**src/rtl/pipelined_addsub_if.sv**
```systemverilog
// Operand and result streams of the pipelined adder/subtractor.
// The slave side is the arithmetic block, the master side is the producer/consumer.
interface pipelined_addsub_if #(
  parameter int WIDTH = 16
);
  logic             in_valid;
  logic             in_ready;
  logic [WIDTH-1:0] A;
  logic [WIDTH-1:0] B;
  logic             CI;
  logic             SUB;
  logic             out_valid;
  logic             out_ready;
  logic [WIDTH-1:0] Y;
  logic             C;
  logic             V;
  logic             Z;
  logic             N;

  modport master (
    output in_valid, A, B, CI, SUB, out_ready,
    input  in_ready, out_valid, Y, C, V, Z, N
  );

  modport slave (
    input  in_valid, A, B, CI, SUB, out_ready,
    output in_ready, out_valid, Y, C, V, Z, N
  );
endinterface

```
**src/rtl/pipelined_addsub.sv**
```systemverilog
// Pipelined two's-complement add/sub with ALU flags; each stage resolves one
// CHUNK of the carry chain and forwards the rest of the operands.
module pipelined_addsub_stage #(
  parameter int WIDTH = 16,
  parameter int CHUNK = 4,
  parameter int IDX   = 0,
  parameter bit LAST  = 1'b0
) (
  input  logic             clk,
  input  logic             reset,
  input  logic             load,
  input  logic             vld_i,
  input  logic [WIDTH-1:0] a_i,
  input  logic [WIDTH-1:0] b_i,
  input  logic [WIDTH-1:0] s_i,
  input  logic             c_i,
  input  logic             ov_i,
  output logic             vld_o,
  output logic [WIDTH-1:0] a_o,
  output logic [WIDTH-1:0] b_o,
  output logic [WIDTH-1:0] s_o,
  output logic             c_o,
  output logic             ov_o
);
  localparam int LO = IDX * CHUNK;

  logic [CHUNK:0]   sum;
  logic [WIDTH-1:0] s_nxt;
  logic             ov_nxt;

  assign sum   = {1'b0, a_i[LO +: CHUNK]} + {1'b0, b_i[LO +: CHUNK]} + (CHUNK+1)'(c_i);
  assign s_nxt = (s_i & ~(WIDTH'({CHUNK{1'b1}}) << LO)) | (WIDTH'(sum[CHUNK-1:0]) << LO);
  // Carry into the MSB is recovered from its sum bit: s = a ^ b ^ cin.
  assign ov_nxt = LAST ? (a_i[WIDTH-1] ^ b_i[WIDTH-1] ^ s_nxt[WIDTH-1] ^ sum[CHUNK]) : ov_i;

  always_ff @(posedge clk) begin
    if (reset) begin
      vld_o <= 1'b0;
      a_o   <= '0;
      b_o   <= '0;
      s_o   <= '0;
      c_o   <= 1'b0;
      ov_o  <= 1'b0;
    end else if (load) begin
      vld_o <= vld_i;
      if (vld_i) begin
        a_o  <= a_i;
        b_o  <= b_i;
        s_o  <= s_nxt;
        c_o  <= sum[CHUNK];
        ov_o <= ov_nxt;
      end
    end
  end
endmodule

module pipelined_addsub #(
  parameter int WIDTH  = 16,
  parameter int STAGES = 4
) (
  input  logic              clk,
  input  logic              reset,
  pipelined_addsub_if.slave bus
);
  localparam int CHUNK = WIDTH / STAGES;

  logic [STAGES:0]            vld_pipe;
  logic [STAGES:0]            c_p;
  logic [STAGES:0]            ov_p;
  logic [STAGES:0][WIDTH-1:0] a_p;
  logic [STAGES:0][WIDTH-1:0] b_p;
  logic [STAGES:0][WIDTH-1:0] s_p;
  logic [STAGES-1:0]          load;

  assign vld_pipe[0] = bus.in_valid;
  assign a_p[0]      = bus.A;
  assign b_p[0]      = bus.B ^ {WIDTH{bus.SUB}};
  assign s_p[0]      = '0;
  assign c_p[0]      = bus.CI;
  assign ov_p[0]     = 1'b0;

  for (genvar k = 0; k < STAGES; k++) begin : g_stage
    // A stage can take new data if the consumer is ready or any later slot is a bubble.
    assign load[k] = bus.out_ready || !(&vld_pipe[STAGES:k+1]);

    pipelined_addsub_stage #(
      .WIDTH (WIDTH),
      .CHUNK (CHUNK),
      .IDX   (k),
      .LAST  (k == STAGES-1)
    ) u_stage (
      .clk   (clk),
      .reset (reset),
      .load  (load[k]),
      .vld_i (vld_pipe[k]),
      .a_i   (a_p[k]),
      .b_i   (b_p[k]),
      .s_i   (s_p[k]),
      .c_i   (c_p[k]),
      .ov_i  (ov_p[k]),
      .vld_o (vld_pipe[k+1]),
      .a_o   (a_p[k+1]),
      .b_o   (b_p[k+1]),
      .s_o   (s_p[k+1]),
      .c_o   (c_p[k+1]),
      .ov_o  (ov_p[k+1])
    );
  end

  assign bus.in_ready  = load[0];
  assign bus.out_valid = vld_pipe[STAGES];
  assign bus.Y         = s_p[STAGES];
  assign bus.C         = c_p[STAGES];
  assign bus.V         = ov_p[STAGES];
  assign bus.Z         = ~|s_p[STAGES];
  assign bus.N         = s_p[STAGES][WIDTH-1];
endmodule
```
**src/flat_wrapper.sv**
```systemverilog
// flat-port wrapper written by rule: the top's interface ports become plain ports
module pipelined_addsub_flat 
#(
  parameter int WIDTH  = 16,
  parameter int STAGES = 4
)
  (clk, reset, bus_in_valid, bus_A, bus_B, bus_CI, bus_SUB, bus_out_ready, bus_in_ready, bus_out_valid, bus_Y, bus_C, bus_V, bus_Z, bus_N);
  pipelined_addsub_if #(.WIDTH(WIDTH)) bus_i ();
  input  logic clk;
  input  logic reset;
  input wire logic [$bits(bus_i.in_valid)-1:0] bus_in_valid;
  input wire logic [$bits(bus_i.A)-1:0] bus_A;
  input wire logic [$bits(bus_i.B)-1:0] bus_B;
  input wire logic [$bits(bus_i.CI)-1:0] bus_CI;
  input wire logic [$bits(bus_i.SUB)-1:0] bus_SUB;
  input wire logic [$bits(bus_i.out_ready)-1:0] bus_out_ready;
  output wire logic [$bits(bus_i.in_ready)-1:0] bus_in_ready;
  output wire logic [$bits(bus_i.out_valid)-1:0] bus_out_valid;
  output wire logic [$bits(bus_i.Y)-1:0] bus_Y;
  output wire logic [$bits(bus_i.C)-1:0] bus_C;
  output wire logic [$bits(bus_i.V)-1:0] bus_V;
  output wire logic [$bits(bus_i.Z)-1:0] bus_Z;
  output wire logic [$bits(bus_i.N)-1:0] bus_N;
  assign bus_i.in_valid = bus_in_valid;
  assign bus_i.A = bus_A;
  assign bus_i.B = bus_B;
  assign bus_i.CI = bus_CI;
  assign bus_i.SUB = bus_SUB;
  assign bus_i.out_ready = bus_out_ready;
  assign bus_in_ready = bus_i.in_ready;
  assign bus_out_valid = bus_i.out_valid;
  assign bus_Y = bus_i.Y;
  assign bus_C = bus_i.C;
  assign bus_V = bus_i.V;
  assign bus_Z = bus_i.Z;
  assign bus_N = bus_i.N;
  pipelined_addsub #(.WIDTH(WIDTH), .STAGES(STAGES)) u_core (.clk(clk), .reset(reset), .bus(bus_i));
endmodule
```
**config.mk**
```make
export PLATFORM = sky130hd
export DESIGN_NAME = pipelined_addsub_flat
export DESIGN_NICKNAME = d
export VERILOG_FILES = /design/src/rtl/pipelined_addsub_if.sv /design/src/rtl/pipelined_addsub.sv /design/src/flat_wrapper.sv
export SDC_FILE = /design/constraint.sdc
export NUM_CORES = 1
export LEC_CHECK = 0
export BUFFER_PORTS_ARGS = -buffer_cell sky130_fd_sc_hd__buf_2
export CAP_MARGIN = 15
export CELL_PAD_IN_SITES_DETAIL_PLACEMENT = 1
export CELL_PAD_IN_SITES_GLOBAL_PLACEMENT = 1
export CORE_UTILIZATION = 36
export CTS_CLUSTER_DIAMETER = 30
export DETAILED_ROUTE_END_ITERATION = 16
export HOLD_SLACK_MARGIN = 0.1
export PLACE_DENSITY_LB_ADDON = 0.15
export SLEW_MARGIN = 10
export SYNTH_ARGS = -nofsm -noshare
export SYNTH_HDL_FRONTEND = slang
export SYNTH_SLANG_ARGS = --single-unit
```
**constraint.sdc**
```tcl
create_clock -name clk -period 5.35 [get_ports clk]
set_input_delay 0.8025 -clock clk [delete_from_list [all_inputs] [get_ports clk]]
set_output_delay 0.8025 -clock clk [all_outputs]
set_load 0.03 [all_outputs]
```
* After elaboration in Yosys (flattened, before gate mapping)
Cells that the tools add are included.
** Word-level totals
- Register bits after elaboration :: 145
- Bits in latches :: 0
- Memory bits (writable) :: 0
- Memory bits (read-only) :: 0
- Bits of input ports :: 38
- Output and inout port bits :: 22
- Memories :: 0
** Operators by class
- $add $sub $neg :: 8
- $mul :: 0
- Divide/modulo/power cells :: 0
- Order comparisons :: 0
- Equal/unequal tests :: 0
- Shifts and indexed selects :: 0
- Multiplexer cells :: 0
- Bitwise gates (word level) :: 7
- Reductions and logical operators :: 17
** Operators by type and width (number)
- 4-bit by 4-bit adder with 5-bit output :: 4
- 5-bit by 1-bit adder with 5-bit output :: 4
- 12-bit by 16-bit bitwise OR with 16-bit output :: 1
- 16-bit OR reduction :: 1
- 16-bit bitwise XOR :: 1
- 8-bit by 12-bit bitwise OR with 12-bit output :: 1
- 2-bit AND reduction :: 5
- 4-bit by 8-bit bitwise OR with 8-bit output :: 1
- 1-bit zero test :: 5
- 1-bit logical OR :: 4
- 4-bit AND reduction :: 1
- 3-bit AND reduction :: 1
- 1-bit bitwise XOR :: 3

* Longest topological paths before layout
- Depth after elaboration :: 5
- Depth in mapped cells :: 8
- Depth with buffers taken out :: 8

* By module
From an unflattened synthesis, not the netlist that was laid out.
** Second synthesis, totals
- Cell total of the unflattened synthesis :: 959
- Area total of the unflattened synthesis :: 7971.4 um^2
** Modules (own cells, without submodules)
- pipelined_addsub_stage (u_core.g_stage[1].u_stage) :: times used 1, cells each 232, area each 1953.1 um^2, sequential area each 1021.0 um^2
- pipelined_addsub_stage (u_core.g_stage[2].u_stage) :: times used 1, cells each 232, area each 1940.6 um^2, sequential area each 1021.0 um^2
- pipelined_addsub_stage (u_core.g_stage[0].u_stage) :: times used 1, cells each 232, area each 1931.9 um^2, sequential area each 1021.0 um^2
- pipelined_addsub_stage (u_core.g_stage[3].u_stage) :: times used 1, cells each 233, area each 1896.8 um^2, sequential area each 1021.0 um^2
- pipelined_addsub :: times used 1, cells each 30, area each 249.0 um^2, sequential area each 0.0 um^2

* Worst setup path before layout
OpenSTA, ideal clock, no wires.
- Path kind :: input port to flip-flop
- Start point :: input port bus_SUB
- End point :: register u_core.g_stage[0].u_stage.c_o
- Data arrival time :: 2606 ps
- Path slack :: 2613 ps
- Cell stages on the path :: 8
- Path buffers :: 2
- Cell sequence :: buf_2 buf_2 xor2_1 fa_1 fa_1 a21o_1 a211oi_1 nor3_1
** On the way
- Word-level cells in the longest chain between the ends :: 3
** Ends and longest elaborated chain
- start, declared :: line flat_wrapper.sv:15 : input wire logic [$bits(bus_i.SUB)-1:0] bus_SUB;
- 16-bit bitwise XOR :: line pipelined_addsub.sv:77 : assign b_p[0] = bus.B ^ {WIDTH{bus.SUB}};
- 4-bit by 4-bit adder with 5-bit output :: line pipelined_addsub.sv:31 : assign sum = {1'b0, a_i[LO +: CHUNK]} + {1'b0, b_i[LO +: CHUNK]} + (CHUNK+1)'(c_i);
- 5-bit by 1-bit adder with 5-bit output :: line pipelined_addsub.sv:31
- end signal, assigned :: line pipelined_addsub.sv:50 : c_o <= sum[CHUNK];
- end, declared :: line pipelined_addsub.sv:22 : output logic c_o,
No other way between the ends.
A chain may end at the register's enable or synchronous reset.

* Worst setup path after layout
- Start point :: input port bus_out_ready
- End point :: output port bus_in_ready
** On the way
- Word-level cells in the longest chain between the ends :: 1
** Ends and longest elaborated chain
- start, declared :: line flat_wrapper.sv:16 : input wire logic [$bits(bus_i.out_ready)-1:0] bus_out_ready;
- 1-bit logical OR :: line pipelined_addsub.sv:84 : assign load[k] = bus.out_ready || !(&vld_pipe[STAGES:k+1]);
- end, declared :: line flat_wrapper.sv:17 : output wire logic [$bits(bus_i.in_ready)-1:0] bus_in_ready;
No other way between the ends.

==> flow_summary_export.csv <==
group,metric,value,unit
logic_synthesis,yosys.area.top_type_share,0.4629,
global_routing,grt_pass1_wl,15.93,mm
detailed_routing,drtIter0Drc,156,
logic_synthesis,yosys_warnings,0,
timing,setup_viol_count_final,0,
clocking,cts-resized-gates,0,
global_routing,grt_max_degree,54,
pwr,finalPower,1604,uW
timing,fin_crit_sh,0.4625,
floorplan,die_w,110.0,um
logic_synthesis,synth_edf_count,0,
clocking,clock_latency,0.34,ns
setup_path,critPathKind,"in -> out",
placement,place.gp.congestion,0.7071,
floorplan,core,0.01137,mm2
timing,skew,0.005191,ns
pwr,p_leak,0.001868,uW
clocking,cts_tree,"done",
placement,dp.final_hpwl,6.694,mm
timing,final.setup.tns,0,ns
setup_path,cpMostUsedCell,"buf_2",
setup_path,cp.required,4.55,ns
clocking,cts_setup_buffers,0,
hold_path,hold_class,"reg -> reg",
timing,fin_crit,2.475,ns
placement,port_buffers,59,
logic_synthesis,synthTopCellsByArea,"dfxtp_1, nand2_1, a21oi_1",
clocking,clk_pin_slew,0.06,ns
global_routing,grt_usage,0.1719,
final_layout,area_delta_synth_final,15.60,%
timing,relSlewSlack,0.4225,
final_layout,layout.cells.non_filler,673,
hold_path,hold_depth,2,
logic_synthesis,yosys.cell_types.count,36,
clocking,cts_max_path_buffers,2,
setup_path,worstRegToRegCells,4,
logic_synthesis,synth_area_leader_cell,"dfxtp_1",
clocking,cts.sinks,97,
logic_synthesis,synth_nets,543,
outcome,status,"complete, no violations",
setup_path,r2r_slack,3.41,ns
detailed_routing,viasPerCell,4.886,
setup_path,cp_cell_sequence,"buf_2, and3b_4, nand3_1, buf_2",
setup_path,slowest_delay,0.36,ns
floorplan,initial_core_util,0.3690,
placement,place_ws,2.514,ns
floorplan,die_area,0.01209,mm2
logic_synthesis,seq_area_frac_synth,0.4629,
detailed_routing,ant_nets,0,
clocking,cts_buffers,9,
logic_synthesis,synth.most_common_cell,"nand2_1",
floorplan,rows,39,
timing,timing.fmax,0.4041,GHz
final_layout,antenna_cells,0,
global_routing,grt_antenna_before_repair,0,
logic_synthesis,syn_avg_cell_area,8.650,um2
setup_path,endpoint_kind,"output port",
detailed_routing,vias,3288,
logic_synthesis,syn_area,0.004195,mm2
run,max-cap-violations,0,
setup_path,path_max_fanout,4,
logic_synthesis,synth_cells,485,
timing,slew_viol_final,0,
detailed_routing,drc,0,
pwr,ir_worst_vdd,168.8,uV
final_layout,nets,584,
logic_synthesis,synth_common_cells,"nand2_1, dfxtp_1, a21oi_1",
detailed_routing,totalWireLength,9.654,mm
setup_path,crit_arrival,1.67,ns
timing,hold_viol,0,
clocking,htreeDepth,3,
timing,worst_pin_slew,0.8641,ns
timing,setup_slack,2.875,ns
floorplan,die_h,110.0,um
logic_synthesis,synth_ff_type,"dfxtp_1",
global_routing,grt-ovfl-total,0,
timing,rsz0062_at_grt,"no",
floorplan,ioPinCount,60,
logic_synthesis,ys_ff_latch,97,
clocking,root_buffer,"clkbuf_16",
pwr,power.density,330.7,mW/mm2
detailed_routing,wl_per_cell,14.34,um
global_routing,grt_pass1_vias,3220,
setup_path,critPathLaunchType,"primary input",
final_layout,drive_gt1_frac,0.1698,
placement,dp.cells,657,
clocking,cts_hold_buf,0,
setup_path,cp_slowest_cell,"and3b_4",
detailed_routing,drt_pass1_iterations,4,
logic_synthesis,async_flop_share,0,
## worst max-delay path, delay by kind of cell
family	cells	cell delay (ns)
buffers and inverters	2	0.35
and+or+nand+nor	2	0.52
## layer usage
layer / up-vias / share of wire / GRT usage / wire [um]
li1: 1696 / - / - / -
met1: 1526 / 0.51 / 0.2329 / 4930
met2: 55 / 0.45 / 0.2754 / 4314
met3: 11 / 0.028 / 0.02490 / 267
met4: 0 / 0.015 / 0.06571 / 141
met5: - / 0 / 0 / 0
## metrics by stage
stage            util  area [um2]  hold WS [ns]
6_report       0.4265        4850        0.4529
5_1_grt        0.4265        4850        0.4732
4_1_cts        0.4241        4822        0.4559
3_5_place_dp   0.3967        4511        0.4470
3_3_place_gp   0.3967        4511        0.4455
2_1_floorplan       -        4195        0.4319
## layout by cell type, fill, tap and decap left out, types with 2 or more instances in the layout
master,synthesis,routed
nor3_1,4,4
xor2_1,7,7
a21o_1,5,5
a211oi_2,10,10
and2_1,2,2
nand2_1,141,141
a21oi_1,75,75
fa_1,8,8
o31ai_1,2,2
ha_1,12,12
inv_1,12,12
nor4_1,4,4
buf_2,12,58
dfxtp_1,97,97
nand3b_1,5,5
nand3_1,3,3
bufinv_16,0,2
a211oi_1,11,11
nand4b_1,2,2
buf_4,4,2
nor2_1,24,24
clkbuf_16,0,9
o21a_1,2,2
clkbuf_1,10,2
nor2b_1,2,2
xnor2_1,16,16
## area by class of cell
type                       instances  area (um2)
clock buffer                      12       246.5
clock inverter                     3       65.06
fill                            1374        6520
inverter                          13       48.80
multi-input combinational        344        2036
sequential                        97        1942
tap                              143       178.9
timing repair buffer              61       332.8
## worst paths after layout
check	from	end
setup reg to reg	u_core.g_stage[1].u_stage.vld_o	u_core.g_stage[1].u_stage.s_o[7]
setup / recovery	bus_out_ready	bus_in_ready
hold reg to reg	u_core.g_stage[0].u_stage.b_o[8]	u_core.g_stage[1].u_stage.b_o[8]
hold / removal	u_core.g_stage[0].u_stage.b_o[8]	u_core.g_stage[1].u_stage.b_o[8]
## state kept, by name, indices dropped and copies added, names as in the netlist
name and count:
u_core.g_stage.u_stage.b_o 24, u_core.g_stage.u_stage.ov_o 1, u_core.g_stage.u_stage.vld_o 4, u_core.g_stage.u_stage.a_o 24
u_core.g_stage.u_stage.s_o 40, u_core.g_stage.u_stage.c_o 4
## where the power goes
part,switching [uW],leakage [uW],total [uW],internal [uW]
Sequential,18.7,0.000791,769,750
Clock,269,0.000153,688,420
Combinational,87.7,0.000925,147,59.4
Total,375,0.00187,1600,1230
## logic make-up (layout without fill, tap and decap cells)
kind of cell,after synthesis,after routing,synth area share
adders and majority gates,20,20,0.07396
DFF,97,97,0.4629
buffers and inverters,44,89,0.05189
AOI/OAI and AO/OA,109,109,0.1715
and+or+nand+nor,192,192,0.1918
xor gates and xnor gates,23,23,0.04802
Note: power is estimated with default switching activity, not from simulation.
